[config.mk]
export PLATFORM = sky130hd
export DESIGN_NAME = traceback_ctrl_flat
export DESIGN_NICKNAME = d
export VERILOG_FILES = /design/src/rtl/traceback_ctrl_if.sv /design/src/rtl/traceback_ctrl.sv /design/src/flat_wrapper.sv
export SDC_FILE = /design/constraint.sdc
export NUM_CORES = 1
export LEC_CHECK = 0
export CAP_MARGIN = 20
export CELL_PAD_IN_SITES_DETAIL_PLACEMENT = 1
export CELL_PAD_IN_SITES_GLOBAL_PLACEMENT = 1
export CORE_MARGIN = 2
export CORE_UTILIZATION = 56
export CTS_BUF_LIST = sky130_fd_sc_hd__clkbuf_2 sky130_fd_sc_hd__clkbuf_4 sky130_fd_sc_hd__clkbuf_8
export DETAILED_ROUTE_END_ITERATION = 7
export DONT_BUFFER_PORTS = 1
export PLACE_DENSITY_LB_ADDON = 0.1
export SYNTH_ARGS = -nofsm -noshare
export SYNTH_HDL_FRONTEND = slang
export SYNTH_SLANG_ARGS = --single-unit
[constraint.sdc]
create_clock -name clk -period 3.9 [get_ports clk]
set_input_delay 0.78 -clock clk [delete_from_list [all_inputs] [get_ports clk]]
set_output_delay 0.78 -clock clk [all_outputs]
set_load 0.01 [all_outputs]
[src/rtl/traceback_ctrl_if.sv]
// Aligned-pair output stream of the traceback controller.
// master: the controller (drives the pair), slave: the downstream consumer.
interface traceback_ctrl_if;
  logic       aln_valid;
  logic       aln_ready;
  logic [2:0] aln_r;
  logic [2:0] aln_q;
  logic       aln_last;

  modport master (
    output aln_valid,
    output aln_r,
    output aln_q,
    output aln_last,
    input  aln_ready
  );

  modport slave (
    input  aln_valid,
    input  aln_r,
    input  aln_q,
    input  aln_last,
    output aln_ready
  );
endinterface

[src/rtl/traceback_ctrl.sv]
// traceback_ctrl: sequences one traceback run of the systolic aligner.
// Pairs from the traceback unit arrive bottom-right to top-left. They are
// pushed onto a 2L-deep LIFO and popped back out, so the downstream stream
// runs top-left to bottom-right.
// Optional build macro TB_TIMEOUT_EN: adds a RUN watchdog that aborts the run
// with err after 2L+2 cycles without tb_finish. Without it RUN waits forever.
module traceback_ctrl #(
  parameter int B  = 4,
  parameter int L  = 8,
  parameter int LW = $clog2(2 * L + 1)
) (
  input  logic                    clk,
  input  logic                    rst,
  input  logic                    start,
  output logic                    busy,
  output logic                    tb_start,
  input  logic                    tb_finish,
  input  logic [2:0]              tb_r,
  input  logic [2:0]              tb_q,
  traceback_ctrl_if.master        aln,
  output logic [LW-1:0]           aln_len,
  output logic                    done,
  output logic                    err
);

  localparam int DEPTH = 2 * L;
  localparam int AW    = (DEPTH > 1) ? $clog2(DEPTH) : 1;
  localparam logic [LW-1:0] FULL_LVL = LW'(DEPTH);

  // B only sizes the array feeding the traceback unit; reject nonsense here.
  if (B < 1 || L < 1) begin : g_param_check
    $error("traceback_ctrl: B and L must be at least 1");
  end

  typedef enum logic [1:0] {
    IDLE  = 2'd0,
    RUN   = 2'd1,
    DRAIN = 2'd2,
    DONE  = 2'd3
  } state_t;

  state_t          state_reg;
  state_t          state_next;
  logic [LW-1:0]   sp_reg;
  logic [LW-1:0]   len_reg;
  logic            err_reg;
  logic [5:0]      stack_mem [DEPTH];

  logic [LW-1:0]   top_ptr;
  logic [5:0]      top_entry;
  logic            start_acc;
  logic            pair_valid;
  logic            push_req;
  logic            push_ok;
  logic            overflow;
  logic            stack_full;
  logic            stack_empty;
  logic            drain_valid;
  logic            pop;
  logic            timeout;

  // Control decodes shared by the FSM and the datapath registers.
  always_comb begin
    start_acc   = (state_reg == IDLE) && start;
    pair_valid  = ({tb_r, tb_q} != 6'o77);
    stack_full  = (sp_reg == FULL_LVL);
    stack_empty = (sp_reg == '0);
    push_req    = (state_reg == RUN) && pair_valid && !timeout;
    push_ok     = push_req && !stack_full;
    overflow    = push_req && stack_full;
    drain_valid = (state_reg == DRAIN) && !stack_empty;
    pop         = drain_valid && aln.aln_ready;
    top_ptr     = sp_reg - LW'(1);
    top_entry   = stack_mem[top_ptr[AW-1:0]];
  end

`ifdef TB_TIMEOUT_EN
  localparam int CW = $clog2(DEPTH + 3);
  // Last allowed RUN cycle index; the run is 2L+2 cycles long at most.
  localparam logic [CW-1:0] TO_LAST = CW'(DEPTH + 1);

  logic [CW-1:0] cnt_reg;

  // RUN cycle counter, restarted whenever a new run is accepted.
  always_ff @(posedge clk or posedge rst) begin
    if (rst) begin
      cnt_reg <= '0;
    end else if (start_acc) begin
      cnt_reg <= '0;
    end else if (state_reg == RUN) begin
      cnt_reg <= cnt_reg + CW'(1);
    end
  end

  assign timeout = (state_reg == RUN) && !tb_finish && (cnt_reg == TO_LAST);
`else
  assign timeout = 1'b0;
`endif

  // FSM state register.
  always_ff @(posedge clk or posedge rst) begin
    if (rst) begin
      state_reg <= IDLE;
    end else begin
      state_reg <= state_next;
    end
  end

  // FSM next-state logic.
  always_comb begin
    state_next = state_reg;
    case (state_reg)
      IDLE: begin
        if (start) begin
          state_next = RUN;
        end
      end
      RUN: begin
        if (tb_finish) begin
          state_next = DRAIN;
        end else if (timeout) begin
          state_next = DONE;
        end
      end
      DRAIN: begin
        // An empty stack (nothing captured, or last pair handed over) ends it.
        if (stack_empty) begin
          state_next = DONE;
        end else if (pop && (sp_reg == LW'(1))) begin
          state_next = DONE;
        end
      end
      DONE: begin
        state_next = IDLE;
      end
      default: begin
        state_next = IDLE;
      end
    endcase
  end

  // FSM outputs; the pair outputs park at the invalid code when idle.
  always_comb begin
    busy          = (state_reg != IDLE);
    tb_start      = (state_reg == RUN);
    done          = (state_reg == DONE);
    aln.aln_valid = drain_valid;
    aln.aln_last  = drain_valid && (sp_reg == LW'(1));
    aln.aln_r     = drain_valid ? top_entry[5:3] : 3'd7;
    aln.aln_q     = drain_valid ? top_entry[2:0] : 3'd7;
  end

  assign aln_len = len_reg;
  assign err     = err_reg;

  // Stack pointer: cleared on a new run or an abort, then push/pop.
  always_ff @(posedge clk or posedge rst) begin
    if (rst) begin
      sp_reg <= '0;
    end else if (start_acc || timeout) begin
      sp_reg <= '0;
    end else if (push_ok) begin
      sp_reg <= sp_reg + LW'(1);
    end else if (pop) begin
      sp_reg <= sp_reg - LW'(1);
    end
  end

  // Stack storage; entries are never reset, only the pointer matters.
  always_ff @(posedge clk) begin
    if (push_ok) begin
      stack_mem[sp_reg[AW-1:0]] <= {tb_r, tb_q};
    end
  end

  // Sticky error: dropped push or watchdog abort, cleared by the next run.
  always_ff @(posedge clk or posedge rst) begin
    if (rst) begin
      err_reg <= 1'b0;
    end else if (start_acc) begin
      err_reg <= 1'b0;
    end else if (overflow || timeout) begin
      err_reg <= 1'b1;
    end
  end

  // Alignment length, frozen at DRAIN entry including the finish-cycle push.
  always_ff @(posedge clk or posedge rst) begin
    if (rst) begin
      len_reg <= '0;
    end else if ((state_reg == RUN) && tb_finish) begin
      len_reg <= sp_reg + LW'(push_ok);
    end
  end

endmodule

[src/flat_wrapper.sv]
// flat-port wrapper written by rule: the top's interface ports become plain ports
module traceback_ctrl_flat 
#(
  parameter int B  = 4,
  parameter int L  = 8,
  parameter int LW = $clog2(2 * L + 1)
)
  (clk, rst, start, busy, tb_start, tb_finish, tb_r, tb_q, aln_len, done, err, aln_aln_valid, aln_aln_r, aln_aln_q, aln_aln_last, aln_aln_ready);
  traceback_ctrl_if aln_i ();
  input  logic clk;
  input  logic rst;
  input  logic start;
  output logic busy;
  output logic tb_start;
  input  logic tb_finish;
  input  logic [2:0] tb_r;
  input  logic [2:0] tb_q;
  output logic [LW-1:0] aln_len;
  output logic done;
  output logic err;
  output wire logic [$bits(aln_i.aln_valid)-1:0] aln_aln_valid;
  output wire logic [$bits(aln_i.aln_r)-1:0] aln_aln_r;
  output wire logic [$bits(aln_i.aln_q)-1:0] aln_aln_q;
  output wire logic [$bits(aln_i.aln_last)-1:0] aln_aln_last;
  input wire logic [$bits(aln_i.aln_ready)-1:0] aln_aln_ready;
  assign aln_aln_valid = aln_i.aln_valid;
  assign aln_aln_r = aln_i.aln_r;
  assign aln_aln_q = aln_i.aln_q;
  assign aln_aln_last = aln_i.aln_last;
  assign aln_i.aln_ready = aln_aln_ready;
  traceback_ctrl #(.B(B), .L(L), .LW(LW)) u_core (.clk(clk), .rst(rst), .start(start), .busy(busy), .tb_start(tb_start), .tb_finish(tb_finish), .tb_r(tb_r), .tb_q(tb_q), .aln(aln_i), .aln_len(aln_len), .done(done), .err(err));
endmodule
# Word-level counts from Yosys, hierarchy flattened
# Memories as Yosys holds them, arrays and structs flattened.
# Cells that the tools add are included.
dict set report totals {
  n_memories 1
  out_inout_bits 17
  reg_bits 13
  in_bits 11
  mem_bits_rw 96
  wordCells 48
}
dict set report classes {
  reduce_logical 17
  n_mux 14
  eq_ne 9
  addsub 3
}
# memory depth word_bits rd rd_clocked_by_memory_dff write_ports line
set memory_table {}
lappend memory_table {u_core.stack_mem 16 6 1 0 1 traceback_ctrl.sv:47} ;# logic [5:0] stack_mem [DEPTH];
# op count
set op_table {}
lappend op_table {{$mux W5} 3}
lappend op_table {{$logic_and A1 B1 Y1} 9}
lappend op_table {{$mux W2} 4}
lappend op_table {{$pmux W2 S4} 1}
lappend op_table {{$mux W3} 2}
lappend op_table {{$ne A6 B6 Y1 const B} 1}
lappend op_table {{$add A5 B1 Y5} 1}
lappend op_table {{$add A5 B1 Y5 const B} 1}
lappend op_table {{$eq A5 B1 Y1 const B} 1}
lappend op_table {{$eq A5 B5 Y1 const B} 1}
lappend op_table {{$logic_not A5 Y1} 1}
lappend op_table {{$sub A5 B1 Y5 const B} 1}
lappend op_table {{$eq A2 B2 Y1 const B} 2}
lappend op_table {{$mux W1} 4}
lappend op_table {{$reduce_bool A2 Y1} 2}
lappend op_table {{$ne A3 B2 Y1 const B} 1}
lappend op_table {{$reduce_and A3 Y1} 1}
lappend op_table {{$reduce_bool A3 Y1} 1}
lappend op_table {{$eq A2 B1 Y1 const B} 1}
lappend op_table {{$logic_not A1 Y1} 2}
lappend op_table {{$logic_not A2 Y1} 1}
lappend op_table {{$ne A2 B1 Y1 const B} 1}
lappend op_table {{$ne A2 B2 Y1 const B} 1}

# Longest topological paths before layout
# Gate-level depths: netlist of run 1.
dict set report depth {
  ltp_word 8
  mapped_depth 14
  depth_no_buf 11
}

# Least setup slack after synthesis of run 1
# No wires, ideal clock.
dict set report synth_path {
  path_kind {register to output}
  from {reg u_core.sp_reg[0]}
  to {out aln_aln_q[0]}
  stages_incl_launch_ff 11
  path_slack_ns 0.467
  n_path_buf 4
  arrival_ns 2.653
  cell_sequence {dfrtp_1 buf_2 buf_2 inv_1 ha_1 buf_2 clkbuf_1 mux4_2 mux2_2 nand2_1 nand3_1}
}
dict set report synth_between {
  elab_chain_cells 4
  elab_cells_between_ends 6
  classes_between {1 x add/sub; 1 x mux; 3 x reduce/logical; 1 x memory}
}
# element line
set synth_lines {}
lappend synth_lines {{start, declared} traceback_ctrl.sv:44} ;# logic [LW-1:0] sp_reg;
lappend synth_lines {{start signal, assigned} traceback_ctrl.sv:163} ;# sp_reg <= sp_reg + LW'(1);
lappend synth_lines {{start signal, assigned} traceback_ctrl.sv:165} ;# sp_reg <= sp_reg - LW'(1);
lappend synth_lines {{branches (longest 3 deep; another with $mem_v2 Z16 W6)} -}
lappend synth_lines {{$mux W3 (*)} traceback_ctrl.sv:150} ;# aln.aln_q = drain_valid ? top_entry[2:0] : 3'd7;
lappend synth_lines {{end, declared} flat_wrapper.sv:23} ;# output wire logic [$bits(aln_i.aln_q)-1:0] aln_aln_q;
# Every way passes the cells marked *.

# Worst setup path after layout of run 1
dict set report layout_path {
  from {reg u_core.sp_reg[1]}
  to {out aln_aln_q[2]}
}
# The elaborated chain is that of the path after synthesis.

==> out/results.tsv, run 1 <==
metric	value	unit
crit share post-route	84.9	%
Die W	96.2	um
Core ar.	8220	um2
Chip Height	96.2	um
routability cong.	0.744	
clk_lat worst skew	370	ps
top-count cell post-synth	edfxtp_1	
initial antenna violation count	0	
Post-DP HPWL	6.92	mm
sequential power share	40.5	%
Syn Area/Cell	16.8	um2
Worst Path Required	3120	ps
Setup Crit Path Kind	reg -> out	
final setup margin	591	ps
Post-Syn Area	4760	um2
Post-route DRC	0	
vias in the first global route	2601	
global-route wire length before repair	15.3	mm
pre-CTS WS	981	ps
Sw Share	36.5	%
Antenna Nets Post-Route	0	
synth top area cells	edfxtp_1 (61%), mux4_2 (11%), dfrtp_1 (6.8%)	
Setup crit end kind	primary output	
Fmax achieved	302	MHz
Remaining Overflow, GRT	0	
Int Pwr	2.35	mW
layout cell share with drive strength beyond 1	21.4	%
Site Rows	33	
cts bufs inserted	9	
Layout Nets	310	
H-tree depth	3	
slew at the pin with the worst max-slew slack	879	ps
Pwr Density	729	nW/um2
DR WL/cell	25.9	um
async set-reset flop share out of synthesis	11.9	%
Critical-path top delay cell	dfrtp_1	
HP Class	in -> async	
antenna fix cells	0	
hold_buf cts	0	
largest net degree at the start of global routing	32	
CTS resizes	0	
worst-path cell chain	inv_1 -> ha_1 -> xor2_2 -> nor3b_2 -> a22oi_1 -> nand3_1	
Initial DRC Count	228	
Worst setup SP type	flop	
Synth cell types	47	
Fin. Hold Viols	0	
Finished Core Util	61.8	%
CTS tree	built	
Max Cap Viol	0	
relative slew slack	41.3	%
area share of the largest cell type after synthesis	60.6	%
Synthesized Nets	307	
Post-CTS Setup Bufs	0	
status	complete, no violations	
Leakage	1.71	nW
RSZ-0062 raised after global routing	false	
GRT Util Overall	24.1	%
Root Driver	clkbuf_8	
sequential share of the synthesized area	67.4	%
area grow syn2layout	6.62	%
worst-path fanout max	8	
yosys warns	0	
Max clock buf depth	2	
Via Count	2444	
Layout fillers	713	
min cycle time layout	3310	ps
max incr delay on CP	510	ps
first drt pass iteration count	4	
Total Neg Setup Slack	0	ps
total die area	9260	um2
Synth area leader	edfxtp_1	
max-slew violation count	0	
Initial Util	57.9	%
FF+latch count, synth	109	
vias per cell	6.19	
boundary pin count	28	
P_sw	1.35	mW
Post-synth EDFFs	96	
CTS sink count	109	
Total Wirelength	10.2	mm
CTS clk-pin slew, worst paths	110	ps
IO buf count	0	
Post-Syn Instances	283	
Synth Flop Type	edfxtp_1	
Comb pwr share	40.3	%
worst-case vdd ir drop	0.311	mV
Post-synth top cells	edfxtp_1 (96), mux4_2 (24), nand2_1 (21)	
clock power share	19.3	%
final setup violation count	0	
Worst EP arrival	2530	ps
max reg flops	96	
Post-Route Skew	11.5	ps
==> per-layer routing <==
metal	global-route usage (%)	up-vias	routed length [um]
met3	5.32	14	448
li1	-	1095	-
met2	41.8	65	5440
met5	0	-	0
met4	6.07	0	152
met1	31.0	1270	4210
==> kinds of logic (layout without fill, tap and decap cells) <==
logic type               Yosys count  in the layout  share of synthesized area, %
flip-flops                       109            109                          67.4
XOR/XNOR                           4              4                         0.894
multiplexers                      39             39                          14.7
AO/OA/AOI/OAI                     17             17                          2.52
buffers and inverters             22             29                          2.08
adder cells (fa/ha/maj)           13             13                          3.42
AND/OR/NAND/NOR                   79             79                          8.96
==> per-stage QoR <==
stage	hold WS [ps]	instance area, um2	std cells	power (mW)
2_1_floorplan	512	4760	283	2.64
3_3_place_gp	543	4870	380	2.97
3_5_place_dp	553	4870	380	3.02
4_1_cts	340	5080	395	3.72
5_1_grt	355	5080	395	3.88
6_report	327	5080	395	3.70
==> layout by cell type, fill, tap and decap left out, types with 2 or more instances in the layout <==
cell / count
o21ai_0: 4
nand3_1: 10
nor4bb_1: 2
mux2i_1: 6
a22oi_1: 6
nor2_1: 19
mux2_2: 8
and4b_1: 2
edfxtp_1: 96
dfrtp_1: 12
nand2_1: 21
xor2_1: 2
inv_1: 7
nor3_1: 3
nand2b_1: 4
clkbuf_8: 9
a31oi_1: 2
ha_1: 13
buf_4: 6
mux4_2: 24
and2_1: 3
==> power by group through the flow <==
| stage | logic [mW] | registers [mW] | clock network, mW |
|---|---|---|---|
| 2_1_floorplan | 1.18 | 1.46 | 0 |
| 3_3_place_gp | 1.46 | 1.51 | 0 |
| 3_5_place_dp | 1.49 | 1.52 | 0 |
| 4_1_cts | 1.50 | 1.50 | 0.726 |
| 5_1_grt | 1.60 | 1.51 | 0.765 |
| 6_report | 1.49 | 1.50 | 0.714 |
==> final timing paths <==
check                      slack (ps)                     startpoint                          endpoint  cells past startpoint
min                               330                            rst            u_core.err$_DFFE_PP0P_                      1
min in group clk                  500                        tb_r[2]  u_core.stack_mem[5][5]$_DFFE_PP_                      0
max in group asynchronous        3190                            rst      u_core.sp_reg[0]$_DFFE_PP0P_                      1
max                               590   u_core.sp_reg[1]$_DFFE_PP0P_                      aln_aln_q[2]                      6
max reg2reg                      1250   u_core.sp_reg[1]$_DFFE_PP0P_  u_core.stack_mem[9][0]$_DFFE_PP_                      8
min reg2reg                       570  u_core.aln_len[3]$_DFFE_PP0P_     u_core.aln_len[3]$_DFFE_PP0P_                      2
==> worst max-delay path, delay by kind of cell (launching register included) <==
kind	cells	cell delay (ps)
AND/OR/NAND/NOR	2	710
flip-flops	1	510
XOR/XNOR	1	400
adder cells (fa/ha/maj)	1	260
AO/OA/AOI/OAI	1	150
buffers and inverters	1	140
==> layout make-up <==
| type | count | area, um2 | share of cell area [%] |
|---|---|---|---|
| inverters | 8 | 30.0 | 0.592 |
| multi-input cells | 152 | 1450 | 28.6 |
| well taps | 105 | 131 | 2.59 |
| repair buffers | 6 | 45.0 | 0.887 |
| clock inverters | 6 | 82.6 | 1.63 |
| flip-flops and latches | 109 | 3210 | 63.2 |
| clock buffers | 9 | 124 | 2.44 |
Power figures use the tool's default switching activity.
==> run 2, diff against run 1 <==
Settings changed: CORE_UTILIZATION 56 to 51.
Clock period 3.9 ns to 2.7 ns, I/O delays scaled along.
==> run 2 against run 1 <==
Compared with the run above: global-route usage decreased by 2.7 points; hold slack got worse by 230 ps; first-iteration DRC count down 23%; sequential power is 43% higher; register-to-register slack worse by 850 ps; wire length shrank 1.5%.
==> out/results.tsv, run 2 (synthesis gave the netlist of run 1 again) <==
metric	value	unit	change
initial antenna violation count	0		unchanged
Setup crit end kind	primary output		
Fmax achieved	376	MHz	
total die area	10100	um2	+9.4%
Max clock buf depth	2		unchanged
pre-CTS WS	194	ps	-786 ps
Power Total	5.77	mW	+56%
Pwr Density	1070	nW/um2	+47%
Leakage	1.85	nW	+8.3%
CTS sink count	109		unchanged
Setup Crit Path Kind	reg -> out		
Die W	101	um	+4.6%
WP depth	7		+1
RSZ-0062 raised after global routing	true		
Layout Nets	332		+7.1%
min cycle time layout	2660	ps	
boundary pin count	28		unchanged
slew at the pin with the worst max-slew slack	623	ps	-256 ps
CP Buf/Inv Count	2		+1
Root Driver	clkbuf_8		
DP Area	5030	um2	+3.4%
Post-route DRC	0		unchanged
Fin. Hold Viols	0		unchanged
cts bufs inserted	9		unchanged
CTS clk-pin slew, worst paths	110	ps	about the same
commonest cells after routing, fill and taps aside	edfxtp_1 (96), mux4_2 (24), buf_4 (21), nand2_1 (19), nor2_1 (19)		
final setup violation count	0		unchanged
Post-DP HPWL	6.97	mm	+0.67%
worst-path cell chain	inv_4 -> ha_4 -> buf_6 -> mux4_2 -> mux2_2 -> nand2_1 -> nand3_2		
Remaining Overflow, GRT	0		unchanged
global-route wire length before repair	15.5	mm	+1.3%
hold_buf cts	0		unchanged
Max Cap Viol	0		unchanged
final setup margin	43.5	ps	-547 ps
Antenna Nets Post-Route	0		unchanged
antenna fix cells	0		unchanged
Total Wirelength	10.1	mm	-1.5%
status	complete, no violations		
Critical-path top delay cell	dfrtp_2		
worst-path fanout max	6		-2
DR WL/cell	23.8	um	-8.2%
Worst Path Required	2160	ps	-960 ps
area grow syn2layout	12.9	%	
Total Neg Setup Slack	0	ps	unchanged
max-slew violation count	0		unchanged
IO buf count	0		unchanged
Worst setup SP type	flop		
Site Rows	35		+6.1%
first drt pass iteration count	4		unchanged
final instance area	5370	um2	+5.9%
vias in the first global route	2648		+1.8%
HP Class	in -> async		
critical path's top delay family	multiplexers		
max incr delay on CP	430	ps	-80 ps
max reg flops	96		unchanged
Post-Route Skew	11.1	ps	-0.458 ps
vias per cell	5.94		-4.0%
routability cong.	0.733		-1.5%
largest net degree at the start of global routing	21		-34%
crit share post-route	98.4	%	
Chip Height	101	um	+4.6%
clk_lat worst skew	360	ps	about the same
Post-CTS Setup Bufs	0		unchanged
Initial DRC Count	175		-23%
Initial Util	52.0	%	-5.9 points
Worst EP arrival	2120	ps	-410 ps
layout cell share with drive strength beyond 1	32.6	%	+11 points
GRT Util Overall	21.5	%	-2.7 points
Core ar.	9150	um2	+11%
relative slew slack	58.3	%	+17 points
CTS tree	built		
Via Count	2519		+3.1%
H-tree depth	3		unchanged
most common cell after layout, fill and taps aside	edfxtp_1		
worst-case vdd ir drop	0.550	mV	+77%
r2r worst-path depth	10		+2
[run 2: final cells by class]
type | count | area (um2)
fill | 817 | 3780
clock inverter | 7 | 63.8
multi-input combinational | 152 | 1570
clock buffer | 9 | 124
timing repair buffer | 28 | 240
sequential | 109 | 3210
tap | 111 | 139
inverter | 8 | 32.5
[run 2: metrics by stage]
stage | cells | utilization, % | hold slack, ps
after floorplan | 283 | - | 417
after global placement | 407 | 55.0 | 512
after detailed placement | 407 | 55.0 | 510
after CTS | 424 | 58.1 | 97.6
after global routing | 424 | 58.7 | 119
final | 424 | 58.7 | 94.2
[run 2: report_power, final]
| group | total [mW] | switching [mW] | internal (mW) |
|---|---|---|---|
| clock network | 0.949 | 0.588 | 0.361 |
| logic | 2.68 | 1.42 | 1.26 |
| registers | 2.14 | 0.137 | 2.00 |
[run 2: final timing paths]
check	endpoint	slack, ps	from
min in group clk	u_core.stack_mem[8][2]$_DFFE_PP_	260	tb_q[2]
worst max-delay path	aln_aln_q[1]	40	u_core.sp_reg[0]$_DFFE_PP0P_
worst min register to register	u_core.aln_len[3]$_DFFE_PP0P_	570	u_core.aln_len[3]$_DFFE_PP0P_
worst min-delay path	u_core.aln_len[3]$_DFFE_PP0P_	90	rst
worst max register to register	u_core.stack_mem[2][0]$_DFFE_PP_	400	u_core.state_reg[1]$_DFFE_PP0P_
max in group asynchronous	u_core.sp_reg[0]$_DFFE_PP0P_	2210	rst
[run 2: timing repair]
action	4_1_cts	5_1_grt
endpoints found under the setup margin	7	6
resized for setup	22	12
pin swaps	0	4
cloned	1	0
[run 2: per-layer routing]
layer	vias to the layer above	share of wire [%]	global-route usage [%]
met5	-	0	0
met4	0	0.81	7.06
met3	6	2.7	3.47
met2	32	50	35.1
met1	1339	46	29.7
li1	1142	-	-
